## src/rtl/lcd_bus_pkg.sv

```systemverilog
// lcd_bus_pkg: shared types and constants for the 8080-style LCD write path.
//   lcd_wr_state_t  - write FSM states
//   LCD_CMD/LCD_DATA - values for the D/CX line
//   LCD_CASET/RASET/RAMWR - common panel command codes
//   lcd_max()       - constant-expression helper for counter sizing
package lcd_bus_pkg;

    typedef enum logic [1:0] {
        IDLE      = 2'd0,
        SETUP     = 2'd1,
        STROBE_LO = 2'd2,
        STROBE_HI = 2'd3
    } lcd_wr_state_t;

    localparam logic LCD_CMD  = 1'b0;
    localparam logic LCD_DATA = 1'b1;

    localparam logic [7:0] LCD_CASET = 8'h2A;
    localparam logic [7:0] LCD_RASET = 8'h2B;
    localparam logic [7:0] LCD_RAMWR = 8'h2C;

    // Width of the per-word repeat count used by solid-colour fills.
    localparam int LCD_REP_W = 16;

    function automatic int lcd_max(input int a, input int b);
        return (a > b) ? a : b;
    endfunction

endpackage

```

## src/rtl/lcd_wr_fifo.sv

```systemverilog
// lcd_wr_fifo: synchronous FIFO with first-word fall-through read port.
//   hwclk, rst   - clock, synchronous active-high reset (clears pointers/count)
//   push, wdata  - write side; push ignored when full
//   pop, rdata   - read side; rdata is the current head, pop ignored when empty
//   full, empty  - occupancy flags
//   count        - current occupancy, 0..DEPTH
module lcd_wr_fifo #(
    parameter int WIDTH = 9,
    parameter int DEPTH = 4
) (
    input  logic                     hwclk,
    input  logic                     rst,
    input  logic                     push,
    input  logic [WIDTH-1:0]         wdata,
    input  logic                     pop,
    output logic [WIDTH-1:0]         rdata,
    output logic                     full,
    output logic                     empty,
    output logic [$clog2(DEPTH):0]   count
);

    localparam int AW = $clog2(DEPTH);

    logic [WIDTH-1:0] mem [DEPTH];
    logic [AW-1:0]    wr_ptr;
    logic [AW-1:0]    rd_ptr;
    logic             do_push;
    logic             do_pop;

    assign full    = (count == (AW+1)'(DEPTH));
    assign empty   = (count == '0);
    assign do_push = push & ~full;
    assign do_pop  = pop & ~empty;
    assign rdata   = mem[rd_ptr];

    // Storage carries no reset; only the pointers define validity.
    always_ff @(posedge hwclk) begin
        if (do_push)
            mem[wr_ptr] <= wdata;
    end

    // DEPTH is a power of two, so the pointers wrap by plain overflow.
    always_ff @(posedge hwclk) begin
        if (rst) begin
            wr_ptr <= '0;
            rd_ptr <= '0;
            count  <= '0;
        end else begin
            if (do_push)
                wr_ptr <= wr_ptr + 1'b1;
            if (do_pop)
                rd_ptr <= rd_ptr + 1'b1;
            case ({do_push, do_pop})
                2'b10:   count <= count + 1'b1;
                2'b01:   count <= count - 1'b1;
                default: count <= count;
            endcase
        end
    end

endmodule

```

## src/rtl/lcd_bus_writer.sv

```systemverilog
// lcd_bus_writer: 8080-style parallel write engine for the LCD panel.
// Upstream pushes {dcx, data} words over valid/ready into a FIFO; the FSM
// pops each word onto dcx/D, gives one cycle of address setup, pulls wr low
// for WR_LO cycles and holds it high WR_HI cycles (panel latches on the
// rising edge). Back-to-back words take 1+WR_LO+WR_HI cycles each.
//
// Ports:
//   hwclk     - system clock, rising edge
//   rst       - synchronous active-high reset; aborts any transfer
//   in_valid  - upstream word valid
//   in_ready  - FIFO can accept (never asserted while full or in reset)
//   in_dcx    - 0 = command, 1 = data/parameter
//   in_data   - word to write
//   in_rep    - (LCD_BURST_FILL_EN only) extra repeats of this word
//   dcx, wr, D - panel D/CX, WRX (active low), data bus
//   idle      - FIFO empty and FSM in IDLE (registered)
//
// Build option: define LCD_BURST_FILL_EN to store a 16-bit repeat count
// with each word; the word is strobed in_rep+1 times without re-setup.
module lcd_bus_writer #(
    parameter int DATA_W     = 8,
    parameter int FIFO_DEPTH = 4,
    parameter int WR_LO      = 1,
    parameter int WR_HI      = 1
) (
    input  logic              hwclk,
    input  logic              rst,
    input  logic              in_valid,
    output logic              in_ready,
    input  logic              in_dcx,
    input  logic [DATA_W-1:0] in_data,
`ifdef LCD_BURST_FILL_EN
    input  logic [15:0]       in_rep,
`endif
    output logic              dcx,
    output logic              wr,
    output logic [DATA_W-1:0] D,
    output logic              idle
);

    import lcd_bus_pkg::*;

    localparam int CW  = $clog2(lcd_max(WR_LO, WR_HI)) + 1;
    localparam int CNW = $clog2(FIFO_DEPTH) + 1;
`ifdef LCD_BURST_FILL_EN
    localparam int FW  = LCD_REP_W + 1 + DATA_W;
`else
    localparam int FW  = 1 + DATA_W;
`endif

    localparam logic [CW-1:0] LO_LD = CW'(WR_LO - 1);
    localparam logic [CW-1:0] HI_LD = CW'(WR_HI - 1);

    lcd_wr_state_t    state, state_nxt;
    logic [CW-1:0]    cnt, cnt_nxt;
    logic             push, pop;
    logic             f_full, f_empty;
    logic [CNW-1:0]   f_count;
    logic [FW-1:0]    f_wdata, f_rdata;
    logic             empty_nxt;

`ifdef LCD_BURST_FILL_EN
    logic [LCD_REP_W-1:0] rep_cnt, rep_nxt;
    assign f_wdata = {in_rep, in_dcx, in_data};
`else
    assign f_wdata = {in_dcx, in_data};
`endif

    // No pass-through when full: ready depends only on registered occupancy.
    assign in_ready = ~f_full & ~rst;
    assign push     = in_valid & in_ready;

    lcd_wr_fifo #(
        .WIDTH (FW),
        .DEPTH (FIFO_DEPTH)
    ) u_fifo (
        .hwclk (hwclk),
        .rst   (rst),
        .push  (push),
        .wdata (f_wdata),
        .pop   (pop),
        .rdata (f_rdata),
        .full  (f_full),
        .empty (f_empty),
        .count (f_count)
    );

    // Occupancy after this edge, so idle can be registered without a lag.
    assign empty_nxt = ((f_count == '0) && !push) ||
                       ((f_count == CNW'(1)) && pop && !push);

    always_comb begin
        state_nxt = state;
        cnt_nxt   = cnt;
        pop       = 1'b0;
`ifdef LCD_BURST_FILL_EN
        rep_nxt   = rep_cnt;
`endif
        case (state)
            IDLE: begin
                if (!f_empty) begin
                    pop       = 1'b1;
                    state_nxt = SETUP;
                end
            end
            SETUP: begin
                state_nxt = STROBE_LO;
                cnt_nxt   = LO_LD;
            end
            STROBE_LO: begin
                if (cnt == '0) begin
                    state_nxt = STROBE_HI;
                    cnt_nxt   = HI_LD;
                end else begin
                    cnt_nxt   = cnt - 1'b1;
                end
            end
            STROBE_HI: begin
                if (cnt != '0) begin
                    cnt_nxt = cnt - 1'b1;
                end else begin
`ifdef LCD_BURST_FILL_EN
                    // Repeat the held word: dcx/D already settled, skip SETUP.
                    if (rep_cnt != '0) begin
                        rep_nxt   = rep_cnt - 1'b1;
                        state_nxt = STROBE_LO;
                        cnt_nxt   = LO_LD;
                    end else
`endif
                    if (!f_empty) begin
                        pop       = 1'b1;
                        state_nxt = SETUP;
                    end else begin
                        state_nxt = IDLE;
                    end
                end
            end
            default: state_nxt = IDLE;
        endcase
`ifdef LCD_BURST_FILL_EN
        if (pop)
            rep_nxt = f_rdata[FW-1 -: LCD_REP_W];
`endif
    end

    // wr is registered from the next state so the pin never glitches on
    // state decode; dcx/D move only on a pop and are held otherwise.
    always_ff @(posedge hwclk) begin
        if (rst) begin
            state <= IDLE;
            cnt   <= '0;
            wr    <= 1'b1;
            dcx   <= 1'b1;
            D     <= '0;
            idle  <= 1'b1;
`ifdef LCD_BURST_FILL_EN
            rep_cnt <= '0;
`endif
        end else begin
            state <= state_nxt;
            cnt   <= cnt_nxt;
            wr    <= (state_nxt != STROBE_LO);
            idle  <= (state_nxt == IDLE) && empty_nxt;
            if (pop) begin
                dcx <= f_rdata[DATA_W];
                D   <= f_rdata[DATA_W-1:0];
            end
`ifdef LCD_BURST_FILL_EN
            rep_cnt <= rep_nxt;
`endif
        end
    end

endmodule

```

## config.mk

```make
export PLATFORM = sky130hd
export DESIGN_NAME = lcd_bus_writer
export DESIGN_NICKNAME = d
export VERILOG_FILES = /design/src/rtl/lcd_bus_pkg.sv /design/src/rtl/lcd_wr_fifo.sv /design/src/rtl/lcd_bus_writer.sv
export SDC_FILE = /design/constraint.sdc
export NUM_CORES = 1
export LEC_CHECK = 0
export ABC_AREA = 1
export CAP_MARGIN = 20
export CORE_UTILIZATION = 60
export DETAILED_ROUTE_END_ITERATION = 6
export HOLD_SLACK_MARGIN = 0.1
export MAX_ROUTING_LAYER = met4
export PLACE_DENSITY = 0.86
export SLEW_MARGIN = 20
export SYNTH_ARGS = -nofsm -noshare
export SYNTH_HDL_FRONTEND = slang
export SYNTH_SLANG_ARGS = --single-unit
```

## constraint.sdc

```tcl
create_clock -name hwclk -period 4.2 [get_ports hwclk]
set_clock_uncertainty 0.1 [all_clocks]
set_input_delay 0.63 -clock hwclk [delete_from_list [all_inputs] [get_ports hwclk]]
set_output_delay 0.63 -clock hwclk [all_outputs]
set_load 0.1 [all_outputs]
```

==> results.py <==
metrics = {
    "clock_tree": {
        "cts.path.max_buffers": 2,
        "cts_tree": "built",
        "cts_made_buffers": 5,
        "clk_pin_slew_ns": 0.10,
        "post_cts_buffers": 0,
        "htreeDepth": 2,
        "clk_latency_ns": 0.31,
        "clkSinkCount": 56,
        "cts_root_buf": "clkbuf_8",
        "cts_hold_buf": 0,
        "cts_resized": 0,
    },
    "routing": {
        "drc": 0,
        "vias": 1655,
        "wl_met1_mm": 2.00,
        "dr_wl_met2_mm": 2.26,
        "viasPerCell": 5.41,
        "met3RoutedLength_um": 363,
        "routedWlPerCell_um": 15.4,
        "drtIter0Drc": 107,
        "drt-total-wl_mm": 4.71,
        "first_pass_iters": 4,
        "ant_nets": 0,
        "highest_layer": "met4",
    },
    "critical_path": {
        "critPathArrivalTime_ns": 1.84,
        "path_delay_family": "buffers and inverters",
        "slowest_stage": "clkdlybuf4s50_1",
        "cp-start-kind": "flop",
        "cp.required_ns": 3.47,
        "cp.buffers_inverters": 1,
        "crit_chain": "clkdlybuf4s50_1",
        "rr_startpoint": "state[0]",
        "critPathMaxFanout": 2,
        "crit_path_max_incr_delay_ns": 1.15,
        "worstSetupPathType": "reg -> out",
        "startpoint": "D[2]",
        "critPathCaptureType": "output pin",
    },
    "place": {
        "dpl.hpwl_mm": 3.21,
        "gp_congestion": 0.811,
        "port_buffers": 23,
        "pre_cts_ws_ns": 1.45,
    },
    "yosys": {
        "synthTopCellsByArea": "edfxtp_1 44%, dfxtp_1 16%, nand2_1 6.9%, ha_1 6.7%, nor2_1 5.1%",
        "syn_area_um2": 2440,
        "synth_area_per_cell_um2": 10.3,
        "syn_nets": 261,
        "ys_seq_area_share_pct": 60.8,
        "synthFlopType": "edfxtp_1",
        "synth_enable_flop_cells": 36,
        "synth_top_area_share_pct": 44.4,
        "ys_ff_latch": 56,
        "yosysTopAreaCell": "edfxtp_1",
        "yosys_warnings": 0,
        "async_flop_share_pct": 0,
        "synth_cell_types": 22,
        "syn_inst": 236,
    },
    "worst_hold_path": {
        "hp-start": "dcx",
        "holdCritPathClass": "reg -> reg",
    },
    "sta": {
        "slew_violations": 0,
        "post-route-min-period_ns": 2.57,
        "hold_viol": 0,
        "slew_headroom_pct": 33.9,
        "fin_setup_tns_ns": 0,
        "rsz0062_at_grt": "false",
        "setup_ws_ns": 1.63,
        "period_share_pct": 61.1,
        "max_clock_freq_mhz": 390,
        "whs_ns": 0.395,
        "setup_viol": 0,
        "tightest_slew_ns": 0.988,
    },
    "finish": {
        "layout.nets": 282,
        "layout_commonest_cell": "nand2_1",
        "regArea_um2": 1480,
        "layout_common_cells": "45 x nand2_1, 36 x edfxtp_1, 33 x nor2_1",
        "fill_cells": 262,
        "antenna_cells": 0,
        "post_route_cells_drive_above_1_share_pct": 6.59,
        "synthToLayoutAreaGrowth_pct": 13.1,
        "multi_input_area_um2": 778,
    },
    "floorplanning": {
        "io_pins": 24,
        "dieArea_um2": 4320,
        "num_rows": 22,
        "die_width_um": 65.7,
        "start_util_pct": 64.6,
        "die_h_um": 65.7,
        "core_area_um2": 3770,
    },
    "global_route": {
        "overflow": 0,
        "grt_pass1_vias": 1623,
        "grt_pass1_wl_mm": 7.53,
        "track_usage_pct": 25.4,
        "antenna_found_initial": 0,
        "grt_max_degree": 21,
    },
    "outcome": {
        "status": "finished clean",
    },
    "job": {
        "maxCapViolations": 0,
    },
    "pwr": {
        "power_density_nw_per_um2": 746,
        "leakage_nw": 1.09,
        "vdd_ir_drop_max_v": 0.000419,
    },
}
## cell usage after synthesis (all sizes together), types with 2 or more instances
library cell	count
nand2	47
edfxtp	36
nor2	33
o21ai	33
inv	25
dfxtp	20
ha	13
a21oi	9
buf	7
nand3	7
clkbuf	2
xor2	2
## area by class of cell
type	instances	share of cell area (%)
timing repair buffer	23	8.26
clock buffer	5	2.50
multi-input combinational	146	28.2
tap	48	2.18
sequential	56	53.7
inverter	25	3.40
clock inverter	3	1.72
## final timing paths
check / end / slack, ns / depth (start not counted)
setup / recovery: D[2] / 1.63 / 1
hold / removal: dcx / 0.39 / 2
setup reg to reg: u_fifo.count[2] / 1.88 / 10
hold reg to reg: dcx / 0.39 / 2
## stage by stage
stage / cell area (um2) / power [mW] / utilization [%] / instances
floorplan: 2440 / 1.54 / - / 236
global placement: 2640 / 1.69 / 70.0 / 298
detailed placement: 2640 / 1.70 / 70.0 / 298
CTS: 2760 / 2.06 / 73.1 / 306
global route: 2760 / 2.17 / 73.1 / 306
finish: 2760 / 2.06 / 73.1 / 306
## kinds of logic after synthesis
logic type               Yosys count  synth area share [%]
AND/OR/NAND/NOR                   87                  15.2
flip-flops                        56                  60.8
AO/OA/AOI/OAI                     44                  9.34
buffers and inverters             34                  7.29
adder cells (fa/ha/maj)           13                  6.67
XOR/XNOR                           2                 0.719
## power by group
part	internal, mW	switching (mW)
sequential	0.676	0.0801
clock	0.180	0.175
combinational	0.246	0.698
## registers in the layout, indices dropped and copies added, names as in the netlist
signal / flops
idle: 1
u_fifo.rd_ptr: 2
u_fifo.mem: 36
state: 2
u_fifo.wr_ptr: 2
u_fifo.count: 3
D: 8
dcx: 1
wr: 1
## layer usage
layer | vias up | global-route usage (%)
met5 | - | -
met4 | 0 | 12.0
met3 | 10 | 6.60
met2 | 68 | 39.3
met1 | 760 | 31.1
li1 | 817 | -
Note: power is estimated with default switching activity, not from simulation.
